<file path="src/rtl/prirv32_lsu.sv">
// Load/store and writeback stage: ALU results are written straight back, loads and
// stores run one outstanding req/gnt/rvalid transaction on the data bus.
module prirv32_lsu #(
  parameter int TIMEOUT_CYCLES = 16
) (
  input  logic        clk_i,
  input  logic        rst_n,
  input  logic        exu_valid_i,
  output logic        exu_ready_o,
  input  logic [3:0]  exu_op_i,
  input  logic [31:0] exu_addr_i,
  input  logic [31:0] exu_wdata_i,
  input  logic [4:0]  exu_rd_i,
  output logic        mem_req_o,
  output logic        mem_we_o,
  output logic [31:0] mem_addr_o,
  output logic [3:0]  mem_be_o,
  output logic [31:0] mem_wdata_o,
  input  logic        mem_gnt_i,
  input  logic        mem_rvalid_i,
  input  logic [31:0] mem_rdata_i,
  input  logic        mem_err_i,
  output logic        reg_we_o,
  output logic [4:0]  reg_waddr_o,
  output logic [31:0] reg_wdata_o,
  output logic        exc_valid_o,
  output logic [1:0]  exc_cause_o,
  output logic [31:0] exc_addr_o,
  output logic        busy_o
);

  localparam int CNT_W = (TIMEOUT_CYCLES < 2) ? 1 : $clog2(TIMEOUT_CYCLES + 1);
  localparam logic [CNT_W-1:0] CNT_LAST =
    (TIMEOUT_CYCLES < 1) ? '0 : CNT_W'(TIMEOUT_CYCLES - 1);

  localparam logic [3:0] OP_ALU = 4'd0;
  localparam logic [3:0] OP_LB  = 4'd1;
  localparam logic [3:0] OP_LH  = 4'd2;
  localparam logic [3:0] OP_LW  = 4'd3;
  localparam logic [3:0] OP_LBU = 4'd4;
  localparam logic [3:0] OP_LHU = 4'd5;
  localparam logic [3:0] OP_SB  = 4'd8;
  localparam logic [3:0] OP_SH  = 4'd9;
  localparam logic [3:0] OP_SW  = 4'd10;

  typedef enum logic [1:0] {S_IDLE, S_REQ, S_RESP, S_WB} state_e;

  state_e            state_q;
  logic [3:0]        op_q;
  logic [31:0]       addr_q;
  logic [4:0]        rd_q;
  logic [CNT_W-1:0]  cnt_q;

  logic              mem_req_q;
  logic              mem_we_q;
  logic [31:0]       mem_addr_q;
  logic [3:0]        mem_be_q;
  logic [31:0]       mem_wdata_q;
  logic              reg_we_q;
  logic [4:0]        reg_waddr_q;
  logic [31:0]       reg_wdata_q;
  logic              exc_valid_q;
  logic [1:0]        exc_cause_q;
  logic [31:0]       exc_addr_q;

  logic              accept;
  logic              is_alu;
  logic              is_load;
  logic              is_store;
  logic              is_half;
  logic              is_word;
  logic              misaligned;
  logic              timeout_hit;
  logic [3:0]        be_d;
  logic [31:0]       wdata_d;

  // Pick the addressed lane out of the bus word and extend it to 32 bits.
  function automatic logic [31:0] load_extract(input logic [3:0]  op,
                                               input logic [1:0]  lane,
                                               input logic [31:0] rdata);
    logic [31:0] sh;
    logic [31:0] res;
    sh = rdata >> {lane, 3'b000};
    case (op)
      OP_LB:   res = {{24{sh[7]}}, sh[7:0]};
      OP_LBU:  res = {24'd0, sh[7:0]};
      OP_LH:   res = {{16{sh[15]}}, sh[15:0]};
      OP_LHU:  res = {16'd0, sh[15:0]};
      default: res = sh;
    endcase
    return res;
  endfunction

  assign accept      = exu_valid_i && exu_ready_o;
  assign timeout_hit = (TIMEOUT_CYCLES > 0) && (cnt_q == CNT_LAST);

  always_comb begin
    is_alu   = 1'b0;
    is_load  = 1'b0;
    is_store = 1'b0;
    is_half  = 1'b0;
    is_word  = 1'b0;
    case (exu_op_i)
      OP_ALU:        is_alu = 1'b1;
      OP_LB, OP_LBU: is_load = 1'b1;
      OP_LH, OP_LHU: begin is_load = 1'b1; is_half = 1'b1; end
      OP_LW:         begin is_load = 1'b1; is_word = 1'b1; end
      OP_SB:         is_store = 1'b1;
      OP_SH:         begin is_store = 1'b1; is_half = 1'b1; end
      OP_SW:         begin is_store = 1'b1; is_word = 1'b1; end
      default:       ;
    endcase
    misaligned = (is_half && exu_addr_i[0]) ||
                 (is_word && (exu_addr_i[1:0] != 2'b00));

    // Store data is replicated across lanes so the byte enables alone select it.
    be_d    = 4'b1111;
    wdata_d = '0;
    if (is_store) begin
      if (is_word) begin
        wdata_d = exu_wdata_i;
      end else if (is_half) begin
        be_d    = exu_addr_i[1] ? 4'b1100 : 4'b0011;
        wdata_d = {2{exu_wdata_i[15:0]}};
      end else begin
        be_d    = 4'b0001 << exu_addr_i[1:0];
        wdata_d = {4{exu_wdata_i[7:0]}};
      end
    end
  end

  always_ff @(posedge clk_i or negedge rst_n) begin
    if (!rst_n) begin
      state_q     <= S_IDLE;
      op_q        <= '0;
      addr_q      <= '0;
      rd_q        <= '0;
      cnt_q       <= '0;
      mem_req_q   <= 1'b0;
      mem_we_q    <= 1'b0;
      mem_addr_q  <= '0;
      mem_be_q    <= '0;
      mem_wdata_q <= '0;
      reg_we_q    <= 1'b0;
      reg_waddr_q <= '0;
      reg_wdata_q <= '0;
      exc_valid_q <= 1'b0;
      exc_cause_q <= '0;
      exc_addr_q  <= '0;
    end else begin
      reg_we_q    <= 1'b0;
      exc_valid_q <= 1'b0;
      case (state_q)
        S_IDLE: begin
          if (accept) begin
            op_q   <= exu_op_i;
            addr_q <= exu_addr_i;
            rd_q   <= exu_rd_i;
            if (is_alu) begin
              reg_we_q    <= (exu_rd_i != 5'd0);
              reg_waddr_q <= exu_rd_i;
              reg_wdata_q <= exu_addr_i;
            end else if ((is_load || is_store) && misaligned) begin
              exc_valid_q <= 1'b1;
              exc_cause_q <= {1'b0, is_store};
              exc_addr_q  <= exu_addr_i;
            end else if (is_load || is_store) begin
              state_q     <= S_REQ;
              cnt_q       <= '0;
              mem_req_q   <= 1'b1;
              mem_we_q    <= is_store;
              mem_addr_q  <= {exu_addr_i[31:2], 2'b00};
              mem_be_q    <= be_d;
              mem_wdata_q <= wdata_d;
            end
          end
        end
        S_REQ: begin
          cnt_q <= cnt_q + CNT_W'(1);
          if (timeout_hit) begin
            mem_req_q   <= 1'b0;
            state_q     <= S_IDLE;
            exc_valid_q <= 1'b1;
            exc_cause_q <= {1'b1, op_q[3]};
            exc_addr_q  <= addr_q;
          end else if (mem_gnt_i) begin
            mem_req_q <= 1'b0;
            state_q   <= S_RESP;
          end
        end
        S_RESP: begin
          cnt_q <= cnt_q + CNT_W'(1);
          // A response arriving in the timeout cycle still completes normally.
          if (mem_rvalid_i) begin
            if (mem_err_i) begin
              state_q     <= S_IDLE;
              exc_valid_q <= 1'b1;
              exc_cause_q <= {1'b1, op_q[3]};
              exc_addr_q  <= addr_q;
            end else if (op_q[3]) begin
              state_q <= S_IDLE;
            end else begin
              reg_we_q    <= (rd_q != 5'd0);
              reg_waddr_q <= rd_q;
              reg_wdata_q <= load_extract(op_q, addr_q[1:0], mem_rdata_i);
              state_q     <= S_WB;
            end
          end else if (timeout_hit) begin
            state_q     <= S_IDLE;
            exc_valid_q <= 1'b1;
            exc_cause_q <= {1'b1, op_q[3]};
            exc_addr_q  <= addr_q;
          end
        end
        S_WB: begin
          state_q <= S_IDLE;
        end
        default: begin
          state_q <= S_IDLE;
        end
      endcase
    end
  end

  assign exu_ready_o = (state_q == S_IDLE);
  assign busy_o      = (state_q != S_IDLE);
  assign mem_req_o   = mem_req_q;
  assign mem_we_o    = mem_we_q;
  assign mem_addr_o  = mem_addr_q;
  assign mem_be_o    = mem_be_q;
  assign mem_wdata_o = mem_wdata_q;
  assign reg_we_o    = reg_we_q;
  assign reg_waddr_o = reg_waddr_q;
  assign reg_wdata_o = reg_wdata_q;
  assign exc_valid_o = exc_valid_q;
  assign exc_cause_o = exc_cause_q;
  assign exc_addr_o  = exc_addr_q;

endmodule

</file>
<file path="config.mk">
export PLATFORM = sky130hd
export DESIGN_NAME = prirv32_lsu
export DESIGN_NICKNAME = d
export VERILOG_FILES = /design/src/rtl/prirv32_lsu.sv
export SDC_FILE = /design/constraint.sdc
export NUM_CORES = 1
export LEC_CHECK = 0
export BUFFER_PORTS_ARGS = -buffer_cell sky130_fd_sc_hd__buf_2
export CAP_MARGIN = 20
export CELL_PAD_IN_SITES_DETAIL_PLACEMENT = 1
export CELL_PAD_IN_SITES_GLOBAL_PLACEMENT = 1
export CORE_MARGIN = 4
export CORE_UTILIZATION = 37
export CTS_CLUSTER_SIZE = 10
export DETAILED_ROUTE_END_ITERATION = 10
export PLACE_DENSITY_LB_ADDON = 0.1
export RECOVER_POWER = 25
export SYNTH_ARGS = -nofsm -noshare
export SYNTH_HDL_FRONTEND = slang
export SYNTH_SLANG_ARGS = --single-unit
</file>
<file path="constraint.sdc">
create_clock -name clk_i -period 2.6 [get_ports clk_i]
set_clock_uncertainty 0.2 [all_clocks]
set_input_delay 0.26 -clock clk_i [delete_from_list [all_inputs] [get_ports clk_i]]
set_output_delay 0.26 -clock clk_i [all_outputs]
set_load 0.1 [all_outputs]
</file>
After elaboration in Yosys (flattened, before gate mapping):

Index checks and enable logic that the tools add are counted.

* register bits after elaboration: 189
* input bits: 111
* output and inout port bits: 145
* logic and storage cells: 152

* $add $sub $neg: 1
* equal/unequal tests: 28
* shifts and indexed selects: 2
* muxes and demuxes: 75
* bitwise gates (word level): 2
* reductions and logical operators: 28

Operators with widths (count)
* 32-bit two-way mux: 14
* 32-bit one-hot mux with 4 select lines: 1
* 32-bit one-hot mux with 3 select lines: 1
* 32-bit one-hot mux with 2 select lines: 1
* 5-bit two-way mux: 9
* 2-bit two-way mux: 16
* 32-bit by 5-bit >> shifter with 32-bit output: 1
* 1-bit two-way mux: 22
* 5-bit one-hot mux with 2 select lines: 2
* 6-bit AND reduction: 3
* 4-bit by 3-bit equality test with 1-bit output (second input constant): 4
* 4-bit two-way mux: 4
* 5-bit AND reduction: 3
* 4-bit by 2-bit equality test with 1-bit output (second input constant): 3
* 4-bit equality test (second input constant): 3
* 2-bit inequality test (second input constant): 5
* 2-bit nonzero test: 5
* 5-bit nonzero test: 2
* 3-bit inequality test (second input constant): 3
* 4-bit by 1-bit equality test with 1-bit output (second input constant): 2
* 2-bit by 1-bit inequality test with 1-bit output (second input constant): 4
* 2-bit one-hot mux with 4 select lines: 1
* 2-bit one-hot mux with 3 select lines: 1
* 3-bit OR reduction: 2
* 16 further kinds: 24

Depth between registers and ports, before layout:

Gate-level depths: netlist of the first run.

* depth after elaboration: 10
* gate-level depth with buffers: 10
* mapped depth without buffers: 8

Worst setup path after synthesis of the first run:

Ideal clock, no wire load.

* path kind: flip-flop to flip-flop
* start point: register state_q[0]
* end point: register exc_addr_q[10] (netlist: exc_addr_o[10])
* library setup time: 0.137 ns
* arrival: 2.976 ns
* data required time: 2.263 ns
* slack: -0.712 ns
* cell stages (with the launch flop): 10
* path buffers: 2
* period minus slack after synthesis: 3.312 ns
* cell sequence: dfrtp_1 -> inv_1 -> ha_1 -> buf_2 -> inv_2 -> o211ai_2 -> nor2_1 -> clkbuf_1 -> nor3_1 -> o211ai_1

* longest elaborated chain between the ends: 4
* elaborated cells between the ends (all ways): 11
* classes of those cells: 6 x eq/ne; 1 x mux; 4 x reduce/logical

RTL lines
* start: declaration: RTL line 48 `state_e state_q;`
* start signal: assignment: RTL line 134 `state_q <= S_IDLE;`
* start signal: assignment: RTL line 168 `state_q <= S_REQ;`
* start signal: assignment: RTL line 182 `state_q <= S_IDLE;`
* 2-bit logical NOT *: RTL line 225 `assign exu_ready_o = (state_q == S_IDLE);`
* named net exu_ready_o: RTL line 9 `output logic exu_ready_o,`
* 1-bit logical AND: RTL line 94 `assign accept = exu_valid_i && exu_ready_o;`
* 2-bit by 1-bit inequality test with 1-bit output (no line)
* 5-bit AND reduction (no line)
* end signal: assignment: RTL line 166 `exc_addr_q <= exu_addr_i;`
* end signal: assignment: RTL line 199 `exc_addr_q <= addr_q;`
* end signal: assignment: RTL line 212 `exc_addr_q <= addr_q;`
* end: declaration: RTL line 64 `logic [31:0] exc_addr_q;`

Mark *: on every way through the listed nets, which the timed path passes. The rest lies on a longest branch.
A chain may end at the register's enable or synchronous reset.

Worst setup path in the final report of the first run:

* start point: register cnt_q[0]
* end point: register exc_addr_q[26] (netlist: exc_addr_o[26])

* longest elaborated chain between the ends: 4

RTL lines
* start: declaration: RTL line 52 `logic [CNT_W-1:0] cnt_q;`
* start signal: assignment: RTL line 179 `cnt_q <= cnt_q + CNT_W'(1);`
* start signal: assignment: RTL line 192 `cnt_q <= cnt_q + CNT_W'(1);`
* 5-bit by 4-bit equality test with 1-bit output *: RTL line 95 `assign timeout_hit = (TIMEOUT_CYCLES > 0) && (cnt_q == CNT_LAST);`
* 32-bit two-way mux *
* 32-bit two-way mux
* 32-bit one-hot mux with 3 select lines *
* end signal: assignment: RTL line 166
* end signal: assignment: RTL line 185 `exc_addr_q <= addr_q;`
* end signal: assignment: RTL line 199

Every way passes the cells marked *; elsewhere a longest branch is shown, timed or not.

==> results.toml, run 1 <==
[global_route]
grt_pass1_wl_microns = 59100
grt_pass1_vias = 9872
globalRouteOverflowTotal = 0
grt_usage_pct = 24.8
grt_start_max_net_pins = 70
antenna_found_initial = 5

[place]
place.gp.congestion = 0.800
buffer_ports.inserted = 253
placed_cell_area_sq_um = 12000
hpwl_microns = 26400

[drt]
ant_nets = 0
highest-signal-layer = "met5"
remaining_drc_errors = 0
via_count = 9293
route.met2.wl_microns = 18000
drt_iter0_markers = 485
m1WireLength_microns = 16900
routedWlPerCell_microns = 23.2
totalWireLength_microns = 37600
dr_wl_met3_microns = 1980
avgViaCountPerCell = 5.73
first_pass_iters = 5

[synth]
synth_enable_flop_cells = 0
post_synth_instance_area_sq_um = 10100
yosys.area_share.adder_pct = 0.746
yosys.area_share.simple_pct = 9.53
most_frequently_used_cell_type_in_the_post_synthesis_netlist = "sky130_fd_sc_hd__dfrtp_1"
dominantRegCellSynth = "sky130_fd_sc_hd__dfrtp_1"
synth_largest_type_area_fraction_pct = 47.0
syn-instance-count = 952
synthTopCellsByCount = "sky130_fd_sc_hd__dfrtp_1 (189), sky130_fd_sc_hd__mux2_2 (99), sky130_fd_sc_hd__o211ai_1 (67), sky130_fd_sc_hd__nor2_1 (65), sky130_fd_sc_hd__nand2_1 (56)"
muxShareOfSynthArea_pct = 15.1
synth-async-reset-ratio_pct = 100
yosys-top-cells-area = "sky130_fd_sc_hd__dfrtp_1 (47%), sky130_fd_sc_hd__mux2_2 (11%), sky130_fd_sc_hd__o211ai_1 (5.0%)"
synth-compound-area-share_pct = 22.3
yosys.area_share.xor_xnor_pct = 0.336
synth-seq-cells = 189
netlist-cell-type-count = 62
syn_avg_cell_area_sq_um = 10.6
post-synth-top-area-cell = "sky130_fd_sc_hd__dfrtp_1"
yosys_warnings = 0
combinational_family_with_the_most_area_after_synthesis = "compound AO/OA/AOI/OAI gates"
seq_area_frac_synth_pct = 47.0

[status]
outcome = "finished with violations"
violations = "max-capacitance violations, max-slew violations"

[sta]
setup_violations = 0
final_max_slew_viol_count = 69
tightestPinTransition_ps = 1690
achievable-frequency_mhz = 394
period_share_pct = 97.7
worst_slew_margin_rel_pct = -12.8
final.min_clock_period_ps = 2540
finalHoldViolCount = 0

[cts]
h_tree_levels = 4
cts_root_buffer = "sky130_fd_sc_hd__clkbuf_16"
clock_transition_at_path_regs_ps = 80
clockBufferDepth = 2
numCtsBuffers = 17
insertion_delay_ps = 440
cts.sink_count = 189
clock_tree_from_tritoncts = "built"

[cells_and_area]
final_layout_size_suffix_gt1_share_pct = 37.7
final_nets = 1384
area_growth_syn_to_layout_pct = 31.7
layout.cell_area.non_filler_sq_um = 13200

[worst_hold_path]
timing.hold.worst.start = "exu_wdata_i[22]"
worstHoldPathType = "in -> reg"
hold_path_end = "mem_wdata_o[22]$_DFFE_PN0P_"
hold-path-cell-count = 4

[flow_run]
max_cap_viol_count = 1

[setup_path]
rrSetupSlack_ps = 60
path_class = "reg -> reg"
critPathMaxFanout = 11
worst_r2r_startpoint = "cnt_q[0]$_DFFE_PN0P_"
crit_end_element = "register"
critical_path.reg2reg.endpoint = "exc_addr_o[26]$_DFFE_PN0P_"
cp.required_ps = 2700
worstSetupStartpointType = "register"
reg2regPathDepth = 11
worst-endpoint-arrival_ps = 2640

[floorplanning]
initial_core_util_pct = 37.4
chip_height_microns = 173
die_w_microns = 173
dieArea_sq_um = 29900
pin_count = 256
placeableCoreArea_sq_um = 26900
row_count = 60
==> metrics by stage <==
stage | setup TNS, ps | utilization (%) | hold slack (ps) | worst slack (ps) | std cells
finish | 0 | 49.3 | 5.05 | 59.7 | 1621
global route | -18.7 | 49.3 | 27.1 | -7.98 | 1620
CTS | 0 | 49.0 | 1.24 | 66.4 | 1613
detailed placement | 0 | 44.5 | 131 | 88.3 | 1516
global placement | 0 | 44.5 | 130 | 193 | 1516
floorplan | 0 | - | -236 | 50.9 | 953
==> worst max path at each step <==
stage | startpoint | end | slack, ps
finish | cnt_q[0]$_DFFE_PN0P_ | exc_addr_o[26]$_DFFE_PN0P_ | 60
global route | cnt_q[0]$_DFFE_PN0P_ | exc_addr_o[2]$_DFFE_PN0P_ | -8
CTS | cnt_q[0]$_DFFE_PN0P_ | exc_addr_o[16]$_DFFE_PN0P_ | 70
detailed placement | cnt_q[0]$_DFFE_PN0P_ | exc_addr_o[16]$_DFFE_PN0P_ | 90
global placement | cnt_q[0]$_DFFE_PN0P_ | exc_addr_o[22]$_DFFE_PN0P_ | 190
floorplan | state_q[1]$_DFFE_PN0P_ | exc_addr_o[10]$_DFFE_PN0P_ | 50
==> cells by family (layout without fill, tap and decap cells) <==
group | Yosys count | after routing
other | 1 | 3
XOR/XNOR | 3 | 3
flip-flops | 189 | 189
multiplexers | 138 | 138
AO/OA/AOI/OAI | 304 | 304
AND/OR/NAND/NOR | 204 | 204
buffers and inverters | 107 | 433
adder cells (fa/ha/maj) | 6 | 6
==> critical path, cell delays in order, from the launching register on <==
cell	delay (ps)
sky130_fd_sc_hd__dfrtp_1	410
sky130_fd_sc_hd__ha_2	210
sky130_fd_sc_hd__and3_1	180
sky130_fd_sc_hd__ha_1	200
sky130_fd_sc_hd__buf_4	160
sky130_fd_sc_hd__mux2_2	260
sky130_fd_sc_hd__nand2_2	100
sky130_fd_sc_hd__a2111oi_4	70
sky130_fd_sc_hd__buf_4	180
sky130_fd_sc_hd__buf_12	160
sky130_fd_sc_hd__a22oi_1	140
sky130_fd_sc_hd__o211ai_1	130
==> cell usage in the layout (no fill, tap or decap), types with 4 or more instances in the layout <==
cell type                         n
sky130_fd_sc_hd__buf_2          253
sky130_fd_sc_hd__dfrtp_1        189
sky130_fd_sc_hd__mux2_2          99
sky130_fd_sc_hd__o211ai_1        67
sky130_fd_sc_hd__dlygate4sd3_1   66
sky130_fd_sc_hd__nor2_1          63
sky130_fd_sc_hd__nand2_1         53
sky130_fd_sc_hd__buf_4           51
sky130_fd_sc_hd__a221oi_1        48
sky130_fd_sc_hd__a21oi_1         47
sky130_fd_sc_hd__mux2i_1         37
sky130_fd_sc_hd__nor3_1          36
sky130_fd_sc_hd__a22oi_1         31
sky130_fd_sc_hd__o21ai_0         29
sky130_fd_sc_hd__inv_1           18
sky130_fd_sc_hd__clkbuf_16       18
sky130_fd_sc_hd__nor2b_1         17
sky130_fd_sc_hd__a211oi_1        15
sky130_fd_sc_hd__o22ai_1         10
sky130_fd_sc_hd__a21boi_0         9
sky130_fd_sc_hd__buf_12           9
sky130_fd_sc_hd__o2bb2ai_1        8
sky130_fd_sc_hd__a31o_2           8
sky130_fd_sc_hd__nand3_1          5
sky130_fd_sc_hd__clkinvlp_4       5
sky130_fd_sc_hd__nand3b_1         4
sky130_fd_sc_hd__inv_8            4
==> registers in the layout (all words and copies together), names as in the netlist, 2 cells and up <==
signal       flops
rd_q             5
exc_cause_o      2
reg_wdata_o     32
addr_q          32
mem_be_o         4
op_q             4
reg_waddr_o      5
mem_wdata_o     32
state_q          2
exc_addr_o      32
cnt_q            5
mem_addr_o      30
==> per-layer routing <==
metal,global-route usage (%),up-vias
li1,-,4217
met1,34.4,4727
met2,40.5,299
met3,4.59,44
met4,6.05,6
met5,0,-
==> layout make-up <==
type,count,area (sq um)
sequential,189,4730
clock inverter,12,109
inverter,19,73.8
antenna,1,2.50
multi-input combinational,657,4930
fill,3024,13600
timing repair buffer,383,2540
clock buffer,19,433
tap,341,427
==> timing repair <==
item                       4_1_cts  5_1_grt
buffers inserted                 0        6
hold buffers                    66        0
hold endpoints to repair       180        0
resized for setup                0        5
setup endpoints to repair        0       21
Power of run 1 is left out: the tool's default activity adds up to more than one toggle a clock period on the data nets, which glitch-free logic cannot reach.
==> run 2: changes to the inputs <==
--- a/config.mk
+++ b/config.mk
@@ -9,12 +9,12 @@
 export CAP_MARGIN = 20
 export CELL_PAD_IN_SITES_DETAIL_PLACEMENT = 1
 export CELL_PAD_IN_SITES_GLOBAL_PLACEMENT = 1
-export CORE_MARGIN = 4
 export CORE_UTILIZATION = 37
 export CTS_CLUSTER_SIZE = 10
 export DETAILED_ROUTE_END_ITERATION = 10
 export PLACE_DENSITY_LB_ADDON = 0.1
 export RECOVER_POWER = 25
+export SETUP_SLACK_MARGIN = 0.2
 export SYNTH_ARGS = -nofsm -noshare
 export SYNTH_HDL_FRONTEND = slang
 export SYNTH_SLANG_ARGS = --single-unit
==> results.toml, run 2 (same netlist as run 1, synthesis figures left out) <==
[status]
outcome = "finished with violations"
violations = "max-capacitance violations, max-slew violations"

[cts]
insertion_delay_ps = 430
clockBufferDepth = 2
clock_tree_from_tritoncts = "built"
cts_root_buffer = "sky130_fd_sc_hd__clkbuf_16"
clock_transition_at_path_regs_ps = 80
numCtsBuffers = 17
cts.sink_count = 189
h_tree_levels = 4

[sta]
period_share_pct = 93.3
final.min_clock_period_ps = 2430
timing.hold.ws_ps = 19.4
final_max_slew_viol_count = 51
finalHoldViolCount = 0
rsz0062_at_grt = "yes"
tightestPinTransition_ps = 1530
finalSetupTns_ps = 0
worst_slew_margin_rel_pct = -1.76
achievable-frequency_mhz = 412
setup_violations = 0

[setup_path]
cp.required_ps = 2750
worstSetupStartpointType = "register"
critPathMaxFanout = 8
crit_end_element = "register"
crit_slowest_cell = "sky130_fd_sc_hd__dfrtp_1"
path_cells = "ha_2 > and3_4 > ha_4 > nand2_4 > or2_4 > a2111oi_4 > buf_4 > buf_8 > buf_12 > a22oi_1 > o211ai_1"
path_class = "reg -> reg"
critical_path.max_stage_delay_ps = 360
worst-endpoint-arrival_ps = 2570

[global_route]
grt_start_max_net_pins = 53
grt_pass1_wl_microns = 59000
grt_usage_pct = 27.7
globalRouteOverflowTotal = 0
antenna_found_initial = 4
grt_pass1_vias = 9699

[floorplanning]
dieArea_sq_um = 27900
initial_core_util_pct = 38.2
row_count = 59
pin_count = 256
chip_height_microns = 167
placeableCoreArea_sq_um = 26400
die_w_microns = 167

[drt]
remaining_drc_errors = 0
routedWlPerCell_microns = 23.6
totalWireLength_microns = 38400
via_count = 9447
avgViaCountPerCell = 5.81
ant_nets = 0
drt_iter0_markers = 628
first_pass_iters = 5

[cells_and_area]
stdcell_count = 1627
layout_commonest_cell = "sky130_fd_sc_hd__buf_2"
fin_util_pct = 52.0
layout.cells.most_common_list = "sky130_fd_sc_hd__buf_2 (252), sky130_fd_sc_hd__dfrtp_1 (189), sky130_fd_sc_hd__mux2_2 (98)"
n_fill_cell = 2916
final_layout_size_suffix_gt1_share_pct = 40.6
area_of_combinational_cells_with_multiple_inputs_sq_um = 5100
area_growth_syn_to_layout_pct = 36.1
ff_latch_area_sq_um = 4730
final_nets = 1394

[worst_hold_path]
worstHoldPathType = "in -> reg"

[flow_run]
max_cap_viol_count = 1

[place]
hpwl_microns = 25500
placedCellCount = 1505
buffer_ports.inserted = 253
place.gp.congestion = 0.818
[run 2: cell count changes in the layout (fill, tap and decap cells not counted), sizes merged, moves of 2 or more]
cell | before | now
dlygate4sd3 | 66 | 64
inv | 25 | 22
clkbuf | 21 | 25
clkinv | 1 | 4
buf | 315 | 323
bufbuf | 0 | 2
bufinv | 0 | 2
clkinvlp | 5 | 2
[run 2: layout make-up]
class	count	share of cell area, %
Tap cell	335	3.06
Clock buffer	21	3.29
Multi-Input combinational cell	657	37.2
Timing Repair Buffer	393	20.3
Inverter	19	0.557
Sequential cell	189	34.5
Clock inverter	11	0.977
Antenna cell	2	0.0365
[run 2: per-stage QoR]
| step | worst slack [ps] | area (sq um) |
|---|---|---|
| 3_5_place_dp | 55.0 | 12000 |
| 2_1_floorplan | 204 | 10100 |
| 4_1_cts | 149 | 13500 |
| 5_1_grt | 73.6 | 13700 |
| 6_report | 173 | 13700 |
| 3_3_place_gp | 181 | 12000 |
[run 2: repair_timing]
item	in CTS	in global routing
hold buffers	64	0
gates resized for setup	22	27
pin swaps	5	12
endpoints found under the hold margin	163	0
cloned	5	1
setup endpoints to repair	46	74
buffers inserted	10	8
[run 2: worst max-delay path, delay by kind of cell, from the launching register on]
family	cells	cell delay, ps
flip-flops	1	360
adder cells (fa/ha/maj)	2	340
AND/OR/NAND/NOR	3	480
AO/OA/AOI/OAI	3	500
buffers and inverters	3	450
[run 2: per-layer routing]
metal  wire length (microns)  GRT usage [%]  vias to the layer above
met5                      23              0                        -
met2                   18400           44.0                      304
met3                    1900           4.97                       44
li1                        -              -                     4247
met4                     611           7.93                        4
met1                   17500           38.4                     4848
[run 2: worst paths after layout]
kind	depth (start not counted)	start	endpoint	slack, ps
min reg2reg	1	mem_wdata_o[15]$_DFFE_PN0P_	mem_wdata_o[15]$_DFFE_PN0P_	290
min	4	exu_wdata_i[21]	mem_wdata_o[21]$_DFFE_PN0P_	20
max reg2reg	11	cnt_q[1]$_DFFE_PN0P_	exc_addr_o[22]$_DFFE_PN0P_	170
min in group asynchronous	2	rst_n	addr_q[4]$_DFFE_PN0P_	540
max	11	cnt_q[1]$_DFFE_PN0P_	exc_addr_o[22]$_DFFE_PN0P_	170
max in group asynchronous	3	rst_n	exc_addr_o[26]$_DFFE_PN0P_	430
Power of run 2 is left out for the same reason.
==> run 3: changes to the inputs <==
--- a/config.mk
+++ b/config.mk
@@ -5,16 +5,18 @@
 export SDC_FILE = /design/constraint.sdc
 export NUM_CORES = 1
 export LEC_CHECK = 0
+export ABC_AREA = 1
 export BUFFER_PORTS_ARGS = -buffer_cell sky130_fd_sc_hd__buf_2
 export CAP_MARGIN = 20
 export CELL_PAD_IN_SITES_DETAIL_PLACEMENT = 1
 export CELL_PAD_IN_SITES_GLOBAL_PLACEMENT = 1
-export CORE_UTILIZATION = 37
+export CORE_UTILIZATION = 35
 export CTS_CLUSTER_SIZE = 10
 export DETAILED_ROUTE_END_ITERATION = 10
 export PLACE_DENSITY_LB_ADDON = 0.1
 export RECOVER_POWER = 25
 export SETUP_SLACK_MARGIN = 0.2
+export SLEW_MARGIN = 20
 export SYNTH_ARGS = -nofsm -noshare
 export SYNTH_HDL_FRONTEND = slang
 export SYNTH_SLANG_ARGS = --single-unit
==> results.toml, run 3 <==
[synth]
yosys-top-cells-area = "sky130_fd_sc_hd__dfrtp_1 (47%), sky130_fd_sc_hd__nand2_1 (19%), sky130_fd_sc_hd__o21ai_0 (5.9%)"
synth-async-reset-ratio_pct = 100
syn-instance-count = 1354
netlist-cell-type-count = 35
dominantRegCellSynth = "sky130_fd_sc_hd__dfrtp_1"
synth_largest_type_area_fraction_pct = 47.3
syn_avg_cell_area_sq_um = 7.39
seq_area_frac_synth_pct = 47.3
post-synth-top-area-cell = "sky130_fd_sc_hd__dfrtp_1"
post_synth_instance_area_sq_um = 10000
yosys_warnings = 0
synth_enable_flop_cells = 0
most_frequently_used_cell_type_in_the_post_synthesis_netlist = "sky130_fd_sc_hd__nand2_1"
synth-seq-cells = 189
synthTopCellsByCount = "sky130_fd_sc_hd__nand2_1 (515), sky130_fd_sc_hd__dfrtp_1 (189), sky130_fd_sc_hd__o21ai_0 (118), sky130_fd_sc_hd__nor2_1 (111)"

[global_route]
antenna_found_initial = 3
grt_start_max_net_pins = 81
grt_pass1_vias = 10500
grt_pass1_wl_microns = 58500
globalRouteOverflowTotal = 0
grt_usage_pct = 26.1

[drt]
drt_iter0_markers = 668
via_count = 10400
remaining_drc_errors = 0
highest-signal-layer = "met4"
totalWireLength_microns = 37500
dr_wl_met3_microns = 1800
ant_nets = 0
m1WireLength_microns = 16900
avgViaCountPerCell = 5.06
route.met2.wl_microns = 18100
routedWlPerCell_microns = 18.3
first_pass_iters = 5

[setup_path]
cp.required_ps = 2720
path_class = "reg -> reg"
rrSetupSlack_ps = 370
reg2regPathDepth = 12
critPathMaxFanout = 10
startpoint = "cnt_q[1]$_DFFE_PN0P_"
timing.critical_path.to = "state_q[1]$_DFFE_PN0P_"
worst_r2r_startpoint = "cnt_q[1]$_DFFE_PN0P_"
worstSetupStartpointType = "register"
crit_end_element = "register"
worst-endpoint-arrival_ps = 2350
critical_path.reg2reg.endpoint = "state_q[1]$_DFFE_PN0P_"

[sta]
timing.hold.ws_ps = 17.1
achievable-frequency_mhz = 448
final_max_slew_viol_count = 0
rsz0062_at_grt = "no"
period_share_pct = 85.8
setup_violations = 0
finalHoldViolCount = 0
tightestPinTransition_ps = 1210
worst_slew_margin_rel_pct = 19.6
finalSetupTns_ps = 0
final.min_clock_period_ps = 2230

[cells_and_area]
final_nets = 1773
ff_latch_area_sq_um = 4730
fin_util_pct = 47.0
layout_commonest_cell = "sky130_fd_sc_hd__nand2_1"
n_fill_cell = 3575
layout.cells.most_common_list = "sky130_fd_sc_hd__nand2_1 (513), sky130_fd_sc_hd__buf_2 (252), sky130_fd_sc_hd__dfrtp_1 (189)"
area_growth_syn_to_layout_pct = 31.2
area_of_combinational_cells_with_multiple_inputs_sq_um = 4680
final_layout_size_suffix_gt1_share_pct = 24.3

[floorplanning]
pin_count = 256
row_count = 61
initial_core_util_pct = 35.8
die_w_microns = 171
chip_height_microns = 171
placeableCoreArea_sq_um = 27900
dieArea_sq_um = 29300

[cts]
clock_transition_at_path_regs_ps = 80
clock_tree_from_tritoncts = "built"
numCtsBuffers = 17
clockBufferDepth = 2
cts_root_buffer = "sky130_fd_sc_hd__clkbuf_16"
h_tree_levels = 4
insertion_delay_ps = 440
cts.sink_count = 189

[flow_run]
max_cap_viol_count = 0

[place]
place.gp.congestion = 0.829
hpwl_microns = 26100
buffer_ports.inserted = 253

[status]
outcome = "completed"

[worst_hold_path]
worstHoldPathType = "in -> reg"
## run 3: cell types whose count changed after synthesis, sizes merged, moves of 43 or more
cell    delta
a221oi    -48
nand2    +467
nor2      +47
o21ai     +89
inv       +47
nand3     +49
or2       +43
mux2     -100
## run 3: cells by family after synthesis
family                     share of synthesized area [%]
and+or+nand+nor                                     30.5
AOI/OAI and AO/OA                                   14.8
DFF                                                 47.3
adders and majority gates                          0.750
other                                             0.0375
buffers and inverters                               6.55
xor gates and xnor gates                          0.0875
## run 3: repair_timing
| action | 4_1_cts | 5_1_grt |
|---|---|---|
| resized for setup | 0 | 4 |
| buffers inserted | 0 | 3 |
| hold buffers | 71 | 0 |
| hold endpoints to repair | 224 | 0 |
| endpoints found under the setup margin | 0 | 15 |
## run 3: layout make-up
type | instances | area share (%)
flip-flops and latches | 189 | 36.0
multi-input cells | 1016 | 35.6
repair buffers | 366 | 18.4
well taps | 378 | 3.60
clock buffers | 17 | 3.24
inverters | 66 | 1.91
clock inverters | 15 | 1.17
diodes | 3 | 0.0572
## run 3: worst max-delay path: stages (launching register included)
cell	delay (ps)
sky130_fd_sc_hd__dfrtp_1	390
sky130_fd_sc_hd__ha_1	190
sky130_fd_sc_hd__nand2_1	70
sky130_fd_sc_hd__nor2_1	130
sky130_fd_sc_hd__ha_2	240
sky130_fd_sc_hd__inv_1	100
sky130_fd_sc_hd__buf_4	190
sky130_fd_sc_hd__nand2_1	90
sky130_fd_sc_hd__o21ai_1	80
sky130_fd_sc_hd__nor2_1	210
sky130_fd_sc_hd__nand2_1	120
sky130_fd_sc_hd__nand2_1	80
sky130_fd_sc_hd__nand2_1	50
## run 3: stage by stage
stage	setup WS (ps)	std cells	area, sq um
after CTS	299	2044	13100
after floorplan	18.4	1355	10100
after detailed placement	308	1941	11800
after global placement	486	1941	11800
final	369	2050	13100
after global routing	192	2049	13100
## run 3: how the worst min path moves through the flow
stage | startpoint | to | slack (ps) | cells after the start
floorplan | rst_n | addr_q[0]$_DFFE_PN0P_ | -240 | 0
CTS | exu_valid_i | rd_q[1]$_DFFE_PN0P_ | 2 | 5
global route | exu_valid_i | rd_q[1]$_DFFE_PN0P_ | 20 | 5
global placement | rst_n | reg_wdata_o[17]$_DFFE_PN0P_ | 30 | 1
finish | exu_valid_i | rd_q[1]$_DFFE_PN0P_ | 20 | 5
detailed placement | rst_n | reg_wdata_o[11]$_DFFE_PN0P_ | 30 | 1
## run 3: per-layer routing
| metal | vias up | GRT usage [%] |
|---|---|---|
| met5 | - | 0 |
| met2 | 259 | 44.2 |
| met3 | 38 | 4.56 |
| li1 | 4977 | - |
| met4 | 0 | 7.30 |
| met1 | 5105 | 34.2 |
Power of run 3 is left out for the same reason.
